### config.mk
export PLATFORM = sky130hd
export DESIGN_NAME = comb_equiv_sweeper
export DESIGN_NICKNAME = d
export VERILOG_FILES = /design/src/rtl/comb_equiv_sweeper_pkg.sv /design/src/rtl/comb_equiv_sweeper_cmp_core.sv /design/src/rtl/comb_equiv_sweeper.sv
export SDC_FILE = /design/constraint.sdc
export NUM_CORES = 1
export LEC_CHECK = 0
export CAP_MARGIN = 25
export CORE_UTILIZATION = 51
export CTS_CLUSTER_SIZE = 16
export DETAILED_ROUTE_END_ITERATION = 12
export GPL_TIMING_DRIVEN = 0
export PLACE_DENSITY = 0.84
export SLEW_MARGIN = 20
export SYNTH_ARGS = -nofsm -noshare
export SYNTH_HDL_FRONTEND = slang
export SYNTH_HIERARCHICAL = 1
export SYNTH_SLANG_ARGS = --single-unit
### constraint.sdc
create_clock -name clk -period 2.1 [get_ports clk]
set_input_delay 0.42 -clock clk [delete_from_list [all_inputs] [get_ports clk]]
set_output_delay 0.42 -clock clk [all_outputs]
set_load 0.01 [all_outputs]
### src/rtl/comb_equiv_sweeper_pkg.sv
// Shared definitions for the combinational equivalence sweeper:
// FSM state encoding and the binary-to-Gray helper.
package comb_equiv_sweeper_pkg;

    typedef enum logic [1:0] {
        S_IDLE = 2'd0,
        S_RUN  = 2'd1,
        S_DONE = 2'd2
    } state_t;

    localparam int unsigned MAXW = 16;

    function automatic logic [MAXW-1:0] bin2gray(input logic [MAXW-1:0] b);
        return b ^ (b >> 1);
    endfunction

endpackage

### src/rtl/comb_equiv_sweeper_cmp_core.sv
// Combinational compare of all channels against channel 0: per-channel
// difference vector plus a single any-mismatch flag.
module sweep_cmp_core #(
    parameter int unsigned CHANNELS = 4
) (
    input  logic [CHANNELS-1:0] resp,
    output logic [CHANNELS-1:0] diff,
    output logic                mismatch
);

    assign diff     = resp ^ {CHANNELS{resp[0]}};
    assign mismatch = |diff;

endmodule

### src/rtl/comb_equiv_sweeper.sv
// Clocked exhaustive stimulus sweep over WIDTH inputs, comparing CHANNELS
// DUT responses against channel 0 and reporting error count and first failure.
module comb_equiv_sweeper
    import comb_equiv_sweeper_pkg::*;
#(
    parameter int unsigned WIDTH    = 4,
    parameter int unsigned CHANNELS = 4,
    parameter int unsigned HOLD     = 2,
    parameter int unsigned GRAY     = 0
) (
    input  logic                clk,
    input  logic                rst,
    input  logic                start,
    output logic [WIDTH-1:0]    vec,
    input  logic [CHANNELS-1:0] resp,
    output logic                busy,
    output logic                done,
    output logic                pass,
    output logic [WIDTH:0]      err_count,
    output logic [WIDTH-1:0]    first_fail_vec,
    output logic [CHANNELS-1:0] fail_mask
);

    localparam int unsigned HCW = (HOLD > 1) ? $clog2(HOLD) : 1;
    localparam int unsigned CW  = WIDTH + 1;
    localparam logic [WIDTH-1:0] LAST_IDX = '1;

    function automatic logic [WIDTH-1:0] map_vec(input logic [WIDTH-1:0] i);
        return (GRAY != 0) ? WIDTH'(bin2gray(MAXW'(i))) : i;
    endfunction

    state_t               state, state_nxt;
    logic [WIDTH-1:0]     idx;
    logic [HCW-1:0]       hcnt;
    logic [CHANNELS-1:0]  diff;
    logic                 mismatch;
    logic                 sample;
    logic                 last_sample;
    logic                 launch;

    sweep_cmp_core #(.CHANNELS(CHANNELS)) u_cmp (
        .resp     (resp),
        .diff     (diff),
        .mismatch (mismatch)
    );

    always_ff @(posedge clk or posedge rst) begin
        if (rst) state <= S_IDLE;
        else     state <= state_nxt;
    end

    always_comb begin
        state_nxt   = state;
        sample      = (state == S_RUN) && (hcnt == HCW'(HOLD - 1));
        last_sample = sample && (idx == LAST_IDX);
        launch      = start && ((state == S_IDLE) || (state == S_DONE));
        case (state)
            S_IDLE, S_DONE: if (start) state_nxt = S_RUN;
            S_RUN:          if (last_sample) state_nxt = S_DONE;
            default:        state_nxt = S_IDLE;
        endcase
    end

    // Results are cleared on the launch edge so a restart from DONE is fresh.
    always_ff @(posedge clk or posedge rst) begin
        if (rst) begin
            idx            <= '0;
            hcnt           <= '0;
            vec            <= '0;
            err_count      <= '0;
            first_fail_vec <= '0;
            fail_mask      <= '0;
        end else if (launch) begin
            idx            <= '0;
            hcnt           <= '0;
            vec            <= map_vec('0);
            err_count      <= '0;
            first_fail_vec <= '0;
            fail_mask      <= '0;
        end else if (state == S_RUN) begin
            if (sample) begin
                hcnt <= '0;
                if (mismatch) begin
                    err_count <= err_count + CW'(1);
                    if (err_count == '0) first_fail_vec <= vec;
                end
                fail_mask <= fail_mask | diff;
                if (!last_sample) begin
                    idx <= idx + WIDTH'(1);
                    vec <= map_vec(idx + WIDTH'(1));
                end
            end else begin
                hcnt <= hcnt + HCW'(1);
            end
        end
    end

    assign busy = (state == S_RUN);
    assign done = (state == S_DONE);
    assign pass = done && (err_count == '0);

endmodule

==> results.json <==
{
  "fmax_mhz": 480,
  "vias": 914,
  "crit_arrival_ns": 1.66,
  "cts_buffers": 3,
  "antenna_found_initial": 0,
  "rsz0062_at_grt": "yes",
  "synth_top_area_frac": 0.486,
  "drtAntennaViolNets": 0,
  "hold_start": "fail_mask[2]",
  "drv_cap": 0,
  "power.density_nw_per_um2": 1450,
  "synth_area_sq_um": 1030,
  "die_h_um": 46.9,
  "critPathTopFamily": "simple AND/OR/NAND/NOR gates",
  "synthCells": 105,
  "crit_chain": "inv_2, ha_4, or4b_4, nor2_2, buf_2",
  "tns_ns": 0,
  "finalHoldViolations": 0,
  "most-common-layout-cells": "clkdlybuf4s50_1 (25), dfrtp_1 (19), nand2_1 (12)",
  "whs_ns": 0.506,
  "htreeDepth": 1,
  "synth_top_area_cell": "dfrtp_1",
  "cts_buffer_depth": 2,
  "crit_buf_inv": 2,
  "grt_usage": 0.231,
  "drt_wl_total_mm": 2.31,
  "synth_nets": 115,
  "hold_end": "fail_mask[2]",
  "final_common_cell": "clkdlybuf4s50_1",
  "fillers": 130,
  "routed_via_density": 5.61,
  "worstPathMaxFanout": 4,
  "reg2reg_depth": 6,
  "cts_root_buffer": "clkbuf_4",
  "max-vdd-ir-drop_v": 0.000863,
  "cts_sinks": 20,
  "setup_viol": 0,
  "core_area_sq_um": 1800,
  "timing.rr.start": "err_count[0]",
  "top_layer_used": "met4",
  "wl_met1_um": 996,
  "grt_first_pass_wirelength_mm": 3.52,
  "grt_max_degree": 21,
  "critPathSlowestCell": "or4b_4",
  "drtIter0Drc": 21,
  "die_x_um": 46.9,
  "yosys_warnings": 6,
  "wl_per_cell_um": 14.2,
  "die-area_sq_um": 2200,
  "initial_core_util": 0.572,
  "end_kind": "output port",
  "synth_area_leaders": "dfrtp_1 (49%), nand2_1 (4.4%), ha_1 (3.6%), o211ai_1 (3.6%), nor2_1 (3.3%)",
  "grt_overflow": 0,
  "syn_area_per_cell_sq_um": 9.81,
  "ys_seq_elements": 20,
  "tritoncts": "built",
  "layout-drive-gt1-share": 0.130,
  "fin_skew_ns": 0.00147,
  "io_buffers": 26,
  "area.growth.synth_to_final_pct": 36.9,
  "pin_count": 27,
  "cp.required_ns": 1.68,
  "grt_pass1_vias": 759,
  "p_leak_nw": 0.625,
  "setup.worst_path.class": "register to output port",
  "yosysSeqAreaShare": 0.486,
  "slowest_delay_ns": 0.49,
  "drt_first_pass_iters": 6,
  "hold_path_depth": 2,
  "period_share": 0.993,
  "slew_violations": 0,
  "worstSkewPairLatency_ns": 0.30,
  "reg2reg_to": "first_fail_vec[1]",
  "clk_pin_slew_ns": 0.11,
  "wl_met2_mm": 1.21,
  "gp_congestion": 0.754,
  "final_area_sq_um": 1410,
  "synth.distinct_cells": 33,
  "worstMarginPinSlew_ns": 0.760,
  "rrSetupSlack_ns": 0.43,
  "core.rowCount": 15,
  "status": "finished, final reports clean",
  "diodes": 0,
  "slew_headroom": 0.493,
  "cp-start-kind": "register",
  "post-route-min-period_ns": 2.08,
  "hpwl_mm": 1.63,
  "drc": 0,
  "placed_cell_area_sq_um": 1320,
  "finalNetCount": 149,
  "dr_wl_met3_um": 93,
  "worstHoldPathType": "register to register"
}
## report_power, final
group          total (mW)  switching (mW)  internal, mW  leakage [nW]
Clock               0.315           0.123         0.193        0.0279
Sequential          0.712           0.168         0.544         0.243
Combinational        1.01           0.472         0.539         0.354
Total                2.04           0.762          1.28         0.625
## layout make-up
type | instances | area, sq um | share of cell area
timing repair buffer | 29 | 278 | 0.197
buffer | 5 | 25.0 | 0.0177
inverter | 5 | 18.8 | 0.0133
clock inverter | 1 | 30.0 | 0.0213
tap | 25 | 31.3 | 0.0222
sequential | 20 | 502 | 0.356
clock buffer | 3 | 22.5 | 0.0160
multi-input combinational | 75 | 503 | 0.357
## cell usage after synthesis
| master | n |
|---|---|
| or4b_4 | 1 |
| nor3_1 | 2 |
| dfrtp_1 | 20 |
| ha_1 | 3 |
| nand3_1 | 6 |
| o21a_1 | 1 |
| a21o_1 | 1 |
| nor4_1 | 2 |
| buf_4 | 1 |
| mux2i_1 | 3 |
| and4b_1 | 1 |
| nor2b_1 | 2 |
| and4_1 | 2 |
| nand4b_4 | 1 |
| nand2b_1 | 2 |
| buf_2 | 2 |
| nand3b_1 | 1 |
| and3_1 | 1 |
| conb_1 | 1 |
| or4_1 | 1 |
| nor4b_1 | 1 |
| nand2_1 | 12 |
| and3b_1 | 1 |
| xor2_1 | 3 |
| clkbuf_1 | 2 |
| nor2_1 | 9 |
| o211ai_1 | 5 |
| inv_1 | 5 |
| nand4_1 | 1 |
| a21oi_1 | 6 |
| xnor2_1 | 2 |
| o22ai_1 | 1 |
| o21ai_0 | 3 |
## worst reg2reg max path: stages, from the launching register on
cell and delay, ns:
dfrtp_1 0.42, inv_2 0.08, ha_4 0.13, or4b_4 0.49, buf_4 0.16, o211ai_1 0.16, o21ai_0 0.11
## worst max-delay path by stage
stage                       to  slack, ns    startpoint  cells past startpoint
final                     pass       0.02  err_count[0]                      5
after detailed placement  pass      -0.14  err_count[0]                      5
after global placement    pass      -0.12  err_count[0]                      5
after global routing      pass      -0.03  err_count[0]                      5
after CTS                 pass      -0.03  err_count[0]                      5
after floorplan           pass       0.37  err_count[0]                      4
## per-layer routing
layer  vias up  global-route usage
met5         -                   0
met2        27               0.383
met1       452               0.312
li1        433                   -
met4         0              0.0857
met3         2              0.0231
## timing repair
action / CTS / global route
hold buffers: 0 / 0
gates resized for setup: 5 / 5
setup endpoints to repair: 1 / 3
pin swaps: 1 / 1
buffers inserted: 2 / 1
## flip-flops by register name, indices dropped and copies added (netlist names)
name,cells
hcnt,1
first_fail_vec,4
state,2
idx,4
err_count,5
fail_mask,4
## cells by family after synthesis
group                      share of synthesized area
xor gates and xnor gates                      0.0425
DFF                                            0.486
muxes                                         0.0292
and+or+nand+nor                                0.259
adders and majority gates                     0.0365
AOI/OAI and AO/OA                              0.101
buffers and inverters                         0.0425
other                                        0.00364
## per-stage QoR
stage               power [mW]   util  instances  worst slack (ns)
floorplan                 1.22      -        105             0.373
global placement          1.60  0.733        156            -0.122
detailed placement        1.64  0.733        156            -0.138
CTS                       2.00  0.769        162           -0.0263
global route              2.18  0.783        163           -0.0315
finish                    2.04  0.783        163            0.0157
No activity file was read; power rests on OpenSTA's default activity.
